===== src/rtl/cdma_despreader.sv =====
// Gold-code despreader: regenerates the 31-chip code, majority-votes each window into a bit, tracks lock.
// Optional code-phase search during acquisition is enabled with `define CDMA_DESPREADER_SLIP_EN.
`timescale 1ns/1ps
module cdma_despreader #(
  parameter int CHIPS_PER_BIT = 31,
  parameter int THRESH        = 28,
  parameter int LOCK_WINDOWS  = 2,
  parameter int MISS_MAX      = 3
) (
  input  logic       clk_i,
  input  logic       rst_i,
  input  logic       chip_i,
  input  logic       chip_valid_i,
  input  logic [4:0] seed_i,
  input  logic       load_i,
  output logic       bit_o,
  output logic       bit_valid_o,
  output logic       lock_o,
  output logic [7:0] agree_o,
  output logic       seed_zero_o
);
  localparam int CW = $clog2(CHIPS_PER_BIT + 1);

  typedef enum logic [1:0] {IDLE, ACQ, LOCKED} state_t;

  state_t          state_reg, state_next;
  logic [4:0]      lfsr_a_reg, lfsr_a_next;
  logic [4:0]      lfsr_b_reg, lfsr_b_next;
  logic [CW-1:0]   chip_cnt_reg, chip_cnt_next;
  logic [CW-1:0]   ones_cnt_reg, ones_cnt_next;
  logic [3:0]      good_cnt_reg, good_cnt_next;
  logic [3:0]      miss_cnt_reg, miss_cnt_next;
  logic            bit_reg, bit_next;
  logic            bit_valid_reg, bit_valid_next;
  logic [7:0]      agree_reg, agree_next;
  logic            slip_reg, slip_next;

  logic            gold, accept, despread, window_end, good_win, bit_win, advance;
  logic [CW-1:0]   ones_total, ones_other, agree_win;
  logic [3:0]      good_inc, miss_inc;

  assign gold       = lfsr_a_reg[4] ^ lfsr_b_reg[4];
  assign accept     = chip_valid_i && !load_i && (state_reg != IDLE);
  assign despread   = chip_i ^ gold;
  assign ones_total = ones_cnt_reg + CW'(despread);
  assign ones_other = CW'(CHIPS_PER_BIT) - ones_total;
  assign agree_win  = (ones_total > ones_other) ? ones_total : ones_other;
  assign bit_win    = {ones_total, 1'b0} > (CW+1)'(CHIPS_PER_BIT);
  assign good_win   = agree_win >= CW'(THRESH);
  assign window_end = accept && (chip_cnt_reg == CW'(CHIPS_PER_BIT - 1));
  assign good_inc   = (good_cnt_reg == 4'hF) ? good_cnt_reg : good_cnt_reg + 4'd1;
  assign miss_inc   = (miss_cnt_reg == 4'hF) ? miss_cnt_reg : miss_cnt_reg + 4'd1;

`ifdef CDMA_DESPREADER_SLIP_EN
  // A pending slip holds the code for one chip, retarding its phase by one.
  assign advance = accept && !slip_reg;
`else
  assign advance = accept;
`endif

  always_comb begin
    state_next     = state_reg;
    lfsr_a_next    = lfsr_a_reg;
    lfsr_b_next    = lfsr_b_reg;
    chip_cnt_next  = chip_cnt_reg;
    ones_cnt_next  = ones_cnt_reg;
    good_cnt_next  = good_cnt_reg;
    miss_cnt_next  = miss_cnt_reg;
    bit_next       = bit_reg;
    bit_valid_next = 1'b0;
    agree_next     = agree_reg;
    slip_next      = slip_reg;

    if (load_i) begin
      lfsr_a_next   = seed_i;
      lfsr_b_next   = seed_i;
      chip_cnt_next = '0;
      ones_cnt_next = '0;
      good_cnt_next = '0;
      miss_cnt_next = '0;
      slip_next     = 1'b0;
      state_next    = ACQ;
    end else if (accept) begin
      if (advance) begin
        lfsr_a_next = {lfsr_a_reg[3:0], lfsr_a_reg[4] ^ lfsr_a_reg[3] ^ lfsr_a_reg[2] ^ lfsr_a_reg[1]};
        lfsr_b_next = {lfsr_b_reg[3:0], lfsr_b_reg[4] ^ lfsr_b_reg[1]};
      end
      slip_next = 1'b0;
      if (window_end) begin
        chip_cnt_next  = '0;
        ones_cnt_next  = '0;
        bit_next       = bit_win;
        bit_valid_next = 1'b1;
        agree_next     = 8'(agree_win);
        if (state_reg == ACQ) begin
          if (good_win) begin
            good_cnt_next = good_inc;
            if (good_inc >= 4'(LOCK_WINDOWS)) state_next = LOCKED;
          end else begin
            good_cnt_next = '0;
`ifdef CDMA_DESPREADER_SLIP_EN
            slip_next = 1'b1;
`endif
          end
        end else begin
          if (good_win) begin
            miss_cnt_next = '0;
          end else if (miss_inc >= 4'(MISS_MAX)) begin
            miss_cnt_next = '0;
            good_cnt_next = '0;
            state_next    = ACQ;
          end else begin
            miss_cnt_next = miss_inc;
          end
        end
      end else begin
        chip_cnt_next = chip_cnt_reg + CW'(1);
        ones_cnt_next = ones_total;
      end
    end
  end

  always_ff @(posedge clk_i) begin
    if (rst_i) begin
      state_reg     <= IDLE;
      lfsr_a_reg    <= '0;
      lfsr_b_reg    <= '0;
      chip_cnt_reg  <= '0;
      ones_cnt_reg  <= '0;
      good_cnt_reg  <= '0;
      miss_cnt_reg  <= '0;
      bit_reg       <= 1'b0;
      bit_valid_reg <= 1'b0;
      agree_reg     <= '0;
      slip_reg      <= 1'b0;
    end else begin
      state_reg     <= state_next;
      lfsr_a_reg    <= lfsr_a_next;
      lfsr_b_reg    <= lfsr_b_next;
      chip_cnt_reg  <= chip_cnt_next;
      ones_cnt_reg  <= ones_cnt_next;
      good_cnt_reg  <= good_cnt_next;
      miss_cnt_reg  <= miss_cnt_next;
      bit_reg       <= bit_next;
      bit_valid_reg <= bit_valid_next;
      agree_reg     <= agree_next;
      slip_reg      <= slip_next;
    end
  end

  // Lock changes on the same edge as the window pulse that causes it.
  assign lock_o      = (state_reg == LOCKED);
  assign bit_o       = bit_reg;
  assign bit_valid_o = bit_valid_reg;
  assign agree_o     = agree_reg;
  assign seed_zero_o = (seed_i == 5'd0);
endmodule


===== config.mk =====
export PLATFORM = sky130hd
export DESIGN_NAME = cdma_despreader
export DESIGN_NICKNAME = d
export VERILOG_FILES = /design/src/rtl/cdma_despreader.sv
export SDC_FILE = /design/constraint.sdc
export NUM_CORES = 1
export LEC_CHECK = 0
export BUFFER_PORTS_ARGS = -buffer_cell sky130_fd_sc_hd__buf_2
export CAP_MARGIN = 20
export CORE_ASPECT_RATIO = 0.75
export CORE_MARGIN = 4
export CORE_UTILIZATION = 53
export DETAILED_ROUTE_END_ITERATION = 12
export PLACE_DENSITY = 0.73
export SLEW_MARGIN = 30
export SYNTH_ARGS = -nofsm -noshare
export SYNTH_HDL_FRONTEND = slang
export SYNTH_SLANG_ARGS = --single-unit

===== constraint.sdc =====
create_clock -name clk_i -period 8.7 [get_ports clk_i]
set_input_delay 2.61 -clock clk_i [delete_from_list [all_inputs] [get_ports clk_i]]
set_output_delay 2.61 -clock clk_i [all_outputs]
set_load 0.1 [all_outputs]

## Word level (Yosys, flattened, before mapping)

Index checks and enable logic that the tools add are counted.

| storage, ports and cells | value |
|---|---|
| bits in registers | 37 |
| bits in latches | 0 |
| RAM bits | 0 |
| bits in read-only memories | 0 |
| input port bits | 10 |
| output and inout bits | 12 |
| logic and storage cells | 83 |
| memories | 0 |

| cells by class | value |
|---|---|
| add/sub/neg operators | 5 |
| multipliers | 0 |
| divide/modulo/power cells | 0 |
| magnitude comparators | 5 |
| eq/ne operators | 11 |
| shift operators | 0 |
| mux-type cells | 24 |
| bitwise operators | 9 |
| reduce and logical (&&, ||, !) cells | 18 |

Operators with widths:

| cell | number |
|---|---|
| 2-to-1 mux 5 bit | 7 |
| 2-to-1 mux 4 bit | 8 |
| AND reduction 6 bit | 2 |
| 2-to-1 mux 2 bit | 5 |
| nonzero test 2 bit | 5 |
| adder 4 x 1 -> 4 bit (second input constant) | 2 |
| == test 4 bit (second input constant) | 2 |
| >= comparator 4 x 2 -> 1 bit (second input constant) | 2 |
| greater-than comparator 6 x 5 -> 1 bit (second input constant) | 1 |
| != test 3 x 2 -> 1 bit (second input constant) | 2 |
| AND reduction 3 bit | 2 |
| bitwise XOR 1 bit | 6 |
| adder 5 x 1 -> 5 bit | 1 |
| adder 5 x 1 -> 5 bit (second input constant) | 1 |
| == test 5 bit (second input constant) | 1 |
| >= comparator 5 bit (second input constant) | 1 |
| greater-than comparator 5 bit | 1 |
| zero test 5 bit | 1 |
| subtractor 5 bit (first input constant) | 1 |
| 2-to-1 mux 1 bit | 4 |
| != test 2 x 1 -> 1 bit (second input constant) | 2 |
| AND reduction 4 bit | 1 |
| logical AND 1 bit | 3 |
| != test 3 bit (second input constant) | 1 |
| other kinds (8) | 10 |

## Depth between registers and ports, before layout

| depth | value |
|---|---|
| depth after elaboration | 12 |
| mapped depth | 11 |
| gate-level depth less buffers | 9 |

## Least setup slack after synthesis

No wires, ideal clock.

| timing | value |
|---|---|
| kind | input to output |
| from | input port seed_i[1] |
| to | output port seed_zero_o |
| data arrival time | 4,383 ps |
| required time | 6,090 ps |
| setup slack | 1,707 ps |
| stages on the path | 2 |
| path buffers | 0 |
| path through | or4_1 > nor2_1 |

| on the way | value |
|---|---|
| cells in the longest elaborated chain, start to end | 1 |

RTL lines:

| what | line | RTL |
|---|---|---|
| start, declared | 14 | `input logic [4:0] seed_i,` |
| zero test 5 bit | 156 | `assign seed_zero_o = (seed_i == 5'd0);` |
| end, declared | 20 | `output logic seed_zero_o` |

Every way passes these cells.

## Final worst setup path

| timing | value |
|---|---|
| from | input port seed_i[0] |
| to | output port seed_zero_o |

Same word-level chain as after synthesis.

==> impl_results.html <==
<table>
<tr><th>Metric</th><th>Value</th></tr>
<tr><th colspan="2">Cells and area</th></tr>
<tr><td>End-of-flow core utilization</td><td>59.61%</td></tr>
<tr><td>Final net count</td><td>271</td></tr>
<tr><td>Share of layout cells above drive strength 1</td><td>13.78%</td></tr>
<tr><td>Synth-to-layout area growth</td><td>8.652%</td></tr>
<tr><td>Antenna Diode Count</td><td>0</td></tr>
<tr><th colspan="2">CTS</th></tr>
<tr><td>Max Buffers Root-to-Sink</td><td>2</td></tr>
<tr><td>Clk sinks</td><td>37</td></tr>
<tr><td>Clock-pin slew on the worst setup and hold paths</td><td>70 ps</td></tr>
<tr><td>Source-to-sink clock delay at the later pin of the worst-skew pair</td><td>290 ps</td></tr>
<tr><td>Clock root buffer master</td><td>sky130_fd_sc_hd__clkbuf_8</td></tr>
<tr><td>Number of buffers inserted by post-CTS setup repair</td><td>0</td></tr>
<tr><td>PostCTS Resize Cnt</td><td>0</td></tr>
<tr><td>Deepest level of the CTS H-tree</td><td>2</td></tr>
<tr><td>Count of hold-fix buffers inserted at cts</td><td>0</td></tr>
<tr><td>TritonCTS clock tree</td><td>built</td></tr>
<tr><td>Number of buffers inserted during clock tree synthesis</td><td>5</td></tr>
<tr><th colspan="2">Logic synthesis</th></tr>
<tr><td>Post-synth design cell area</td><td>1996 um2</td></tr>
<tr><td>Gate count after technology mapping</td><td>241</td></tr>
<tr><td>Most common flop cell mapped by yosys</td><td>sky130_fd_sc_hd__dfxtp_1</td></tr>
<tr><td>Multiplexer area fraction after synthesis</td><td>1.003%</td></tr>
<tr><td>Main combinational cell family by area after synthesis</td><td>simple AND/OR/NAND/NOR gates</td></tr>
<tr><td>Number of distinct library cell variants in the gate-level netlist after synthesis</td><td>51</td></tr>
<tr><td>Fraction of the mapped netlist area in simple logic gates</td><td>24.33%</td></tr>
<tr><td>Proportion of register bits with asynchronous set or reset after synthesis</td><td>0%</td></tr>
<tr><td>Area fraction in compound gates after synthesis</td><td>22.32%</td></tr>
<tr><td>Adder-cell share of the synthesized area</td><td>4.389%</td></tr>
<tr><td>Sequential element share of the synthesized area</td><td>37.12%</td></tr>
<tr><td>Xor/xnor cell area share of the yosys netlist</td><td>5.705%</td></tr>
<tr><td>Number of enable-type register cells in the synthesized netlist</td><td>0</td></tr>
<tr><td>Average instance area after synthesis</td><td>8.281 um2</td></tr>
<tr><td>Number of synthesized register bits</td><td>37</td></tr>
<tr><td>YS warnings</td><td>0</td></tr>
<tr><th colspan="2">Power</th></tr>
<tr><td>Power density cells</td><td>151.0 nW/um2</td></tr>
<tr><td>Worst supply voltage drop on vdd</td><td>0.0001219 V</td></tr>
<tr><td>Pleak</td><td>0.7743 nW</td></tr>
<tr><th colspan="2">Detailed routing</th></tr>
<tr><td>Number of DRC markers in iteration 0</td><td>102</td></tr>
<tr><td>Remaining routing DRC violations</td><td>0</td></tr>
<tr><td>Ratio of routed vias to standard cells</td><td>5.451</td></tr>
<tr><td>Via count of the routed design</td><td>1,668</td></tr>
<tr><td>First-pass DRT Iterations</td><td>4</td></tr>
<tr><td>Total detailed-routing wirelength</td><td>3.939 mm</td></tr>
<tr><td>Post-detailed-route count of antenna-violating nets</td><td>0</td></tr>
<tr><td>Wirelength per Cell</td><td>12.87 um</td></tr>
<tr><th colspan="2">Critical path</th></tr>
<tr><td>Most common cell type on the critical path</td><td>sky130_fd_sc_hd__buf_2</td></tr>
<tr><td>Kind of capture point of the worst setup path</td><td>output pin</td></tr>
<tr><td>Critical path arrival</td><td>3750 ps</td></tr>
<tr><td>R2r worst-path depth</td><td>9</td></tr>
<tr><td>Biggest fanout along the worst timing path</td><td>3</td></tr>
<tr><td>Category of the most critical setup path</td><td>input port to output pin</td></tr>
<tr><td>Slowest cell on crit path</td><td>sky130_fd_sc_hd__or4_1</td></tr>
<tr><td>Critical R2R Capture</td><td>good_cnt_reg[1]$_SDFFE_PP0P_</td></tr>
<tr><td>Highest cell delay on the worst timing path</td><td>490 ps</td></tr>
<tr><td>Chain of cells forming the critical path</td><td>buf_2, or4_1, nor2_1, buf_2</td></tr>
<tr><td>CP Data Required Time</td><td>6090 ps</td></tr>
<tr><td>Startpoint of the lowest-slack register-to-register path</td><td>lfsr_a_reg[4]$_SDFFE_PP0N_</td></tr>
<tr><td>Type of element launching the critical path</td><td>input port</td></tr>
<tr><td>Crit path capture</td><td>seed_zero_o</td></tr>
<tr><td>Crit. Startpoint</td><td>seed_i[0]</td></tr>
<tr><td>FF-to-FF setup slack</td><td>6150 ps</td></tr>
<tr><th colspan="2">GRT</th></tr>
<tr><td>Number of global-route vias before repair</td><td>1,543</td></tr>
<tr><td>Wire length of the first global-routing pass</td><td>7.003 mm</td></tr>
<tr><td>Total global routing track utilization</td><td>18.83%</td></tr>
<tr><td>Aggregate global routing overflow</td><td>0</td></tr>
<tr><td>Antenna violations before repair</td><td>0</td></tr>
<tr><td>Pin count of the biggest net entering global routing</td><td>16</td></tr>
<tr><th colspan="2">STA</th></tr>
<tr><td>Max transition margin</td><td>62.78%</td></tr>
<tr><td>Unrepaired setup endpoints after global routing</td><td>no</td></tr>
<tr><td>Worst Clk Skew</td><td>3.725 ps</td></tr>
<tr><td>Post-route fraction of the period consumed by the critical path</td><td>73.14%</td></tr>
<tr><td>Count of final setup violators</td><td>0</td></tr>
<tr><td>Least-Margin Pin Slew</td><td>556.2 ps</td></tr>
<tr><td>Maximum clock rate</td><td>0.1572 GHz</td></tr>
<tr><td>Period minus WS final</td><td>6363 ps</td></tr>
<tr><td>Setup tns final</td><td>0 ps</td></tr>
<tr><td>Number of max-slew violations in the final report</td><td>0</td></tr>
<tr><td>Final count of hold timing violations</td><td>0</td></tr>
<tr><th colspan="2">Floorplan</th></tr>
<tr><td>Height of the die</td><td>61.14 um</td></tr>
<tr><td>Core box area</td><td>3637 um2</td></tr>
<tr><td>Chip width</td><td>78.86 um</td></tr>
<tr><td># rows</td><td>19</td></tr>
<tr><td>Area enclosed by the die boundary</td><td>4821 um2</td></tr>
<tr><td>I/O pin total</td><td>22</td></tr>
<tr><td>Effective utilization at floorplan</td><td>54.87%</td></tr>
<tr><th colspan="2">Flow run</th></tr>
<tr><td>Max cap viols</td><td>0</td></tr>
<tr><th colspan="2">Status</th></tr>
<tr><td>Run status</td><td>complete, no violations</td></tr>
<tr><th colspan="2">Placement</th></tr>
<tr><td>Final estimated routing congestion in global placement</td><td>0.8466</td></tr>
<tr><td>IO buf count</td><td>18</td></tr>
<tr><td>Post-detail-place hpwl</td><td>2.853 mm</td></tr>
<tr><th colspan="2">Min path</th></tr>
<tr><td>Path type of the worst min-delay path</td><td>flop to flop</td></tr>
</table>
through the flow:
step	cells	hold slack (ps)	total power [mW]	worst slack, ps	instance area, um2
6_report	306	449.7	0.3273	2337	2168
5_1_grt	306	498.3	0.3412	2293	2168
4_1_cts	306	457.0	0.3319	2329	2168
3_5_place_dp	299	447.4	0.2110	2342	2082
3_3_place_gp	299	439.4	0.2107	2348	2082
2_1_floorplan	243	436.2	0.2056	1707	2003
cells in the final DEF (no fill, tap or decap), types with 4 or more instances in the layout:
cell type                  synthesis  final
sky130_fd_sc_hd__dfxtp_1          37     37
sky130_fd_sc_hd__nand2_1          31     31
sky130_fd_sc_hd__nor2_1           27     27
sky130_fd_sc_hd__a21oi_1          23     23
sky130_fd_sc_hd__buf_2             4     18
sky130_fd_sc_hd__xnor2_1          10     10
sky130_fd_sc_hd__o21ai_0           9      9
sky130_fd_sc_hd__a211oi_1          8      8
sky130_fd_sc_hd__a31oi_1           8      8
sky130_fd_sc_hd__nand3_1           7      7
sky130_fd_sc_hd__ha_1              7      7
sky130_fd_sc_hd__clkbuf_8          0      6
sky130_fd_sc_hd__inv_1             5      5
sky130_fd_sc_hd__and3_1            4      4
power by group:
part           switching [mW]  leakage (nW)  internal [mW]  total (mW)
sequential            0.00333         0.301          0.173       0.177
combinational          0.0206         0.429        0.00998      0.0306
clock                  0.0574        0.0443         0.0628       0.120
cells by family (layout without fill, tap and decap cells):
family / Yosys count / in the layout
adders and majority gates: 7 / 7
DFF: 37 / 37
other: 1 / 3
xor gates and xnor gates: 13 / 13
AOI/OAI and AO/OA: 66 / 66
and+or+nand+nor: 95 / 95
buffers and inverters: 20 / 31
muxes: 2 / 2
worst min-delay path by stage:
stage	start	end	cells past startpoint
global placement	agree_o[3]$_SDFFE_PP0P_	agree_o[3]$_SDFFE_PP0P_	2
global route	agree_o[3]$_SDFFE_PP0P_	agree_o[3]$_SDFFE_PP0P_	2
detailed placement	agree_o[3]$_SDFFE_PP0P_	agree_o[3]$_SDFFE_PP0P_	2
CTS	agree_o[3]$_SDFFE_PP0P_	agree_o[3]$_SDFFE_PP0P_	2
finish	agree_o[3]$_SDFFE_PP0P_	agree_o[3]$_SDFFE_PP0P_	2
floorplan	ones_cnt_reg[0]$_SDFFE_PP0P_	ones_cnt_reg[0]$_SDFFE_PP0P_	2
critical path, delay by kind of cell:
kind	cells	cell delay, ps
AND/OR/NAND/NOR	2	590
buffers and inverters	2	550
layer usage:
layer	routed length (um)	vias to the layer above	GRT usage, %
li1	-	882	-
met1	2068	755	25.36
met2	1634	26	28.30
met3	183	5	4.971
met4	53	0	9.559
met5	0	-	0
layout make-up:
cell class                      count  area [um2]
Timing Repair Buffer               18       90.09
Tap cell                           52       65.06
Sequential cell                    37       740.7
Fill cell                         367        1469
Inverter                            6       22.52
Clock buffer                        7       86.33
Multi-Input combinational cell    186        1164
cells in the mapped netlist (3+ instances only):
master,number,area [um2]
sky130_fd_sc_hd__a211oi_1,8,60.06
sky130_fd_sc_hd__a21oi_1,23,115.1
sky130_fd_sc_hd__a31oi_1,8,50.05
sky130_fd_sc_hd__and3_1,4,25.02
sky130_fd_sc_hd__buf_2,4,20.02
sky130_fd_sc_hd__buf_4,5,37.54
sky130_fd_sc_hd__clkbuf_1,5,18.77
sky130_fd_sc_hd__dfxtp_1,37,740.7
sky130_fd_sc_hd__ha_1,7,87.58
sky130_fd_sc_hd__inv_1,5,18.77
sky130_fd_sc_hd__nand2_1,31,116.4
sky130_fd_sc_hd__nand3_1,7,35.03
sky130_fd_sc_hd__nor2_1,27,101.4
sky130_fd_sc_hd__nor3_1,3,15.01
sky130_fd_sc_hd__o211ai_1,3,22.52
sky130_fd_sc_hd__o21ai_0,9,45.04
sky130_fd_sc_hd__xnor2_1,10,87.58
sky130_fd_sc_hd__xor2_1,3,26.28
(Power assumes the default switching activity.)
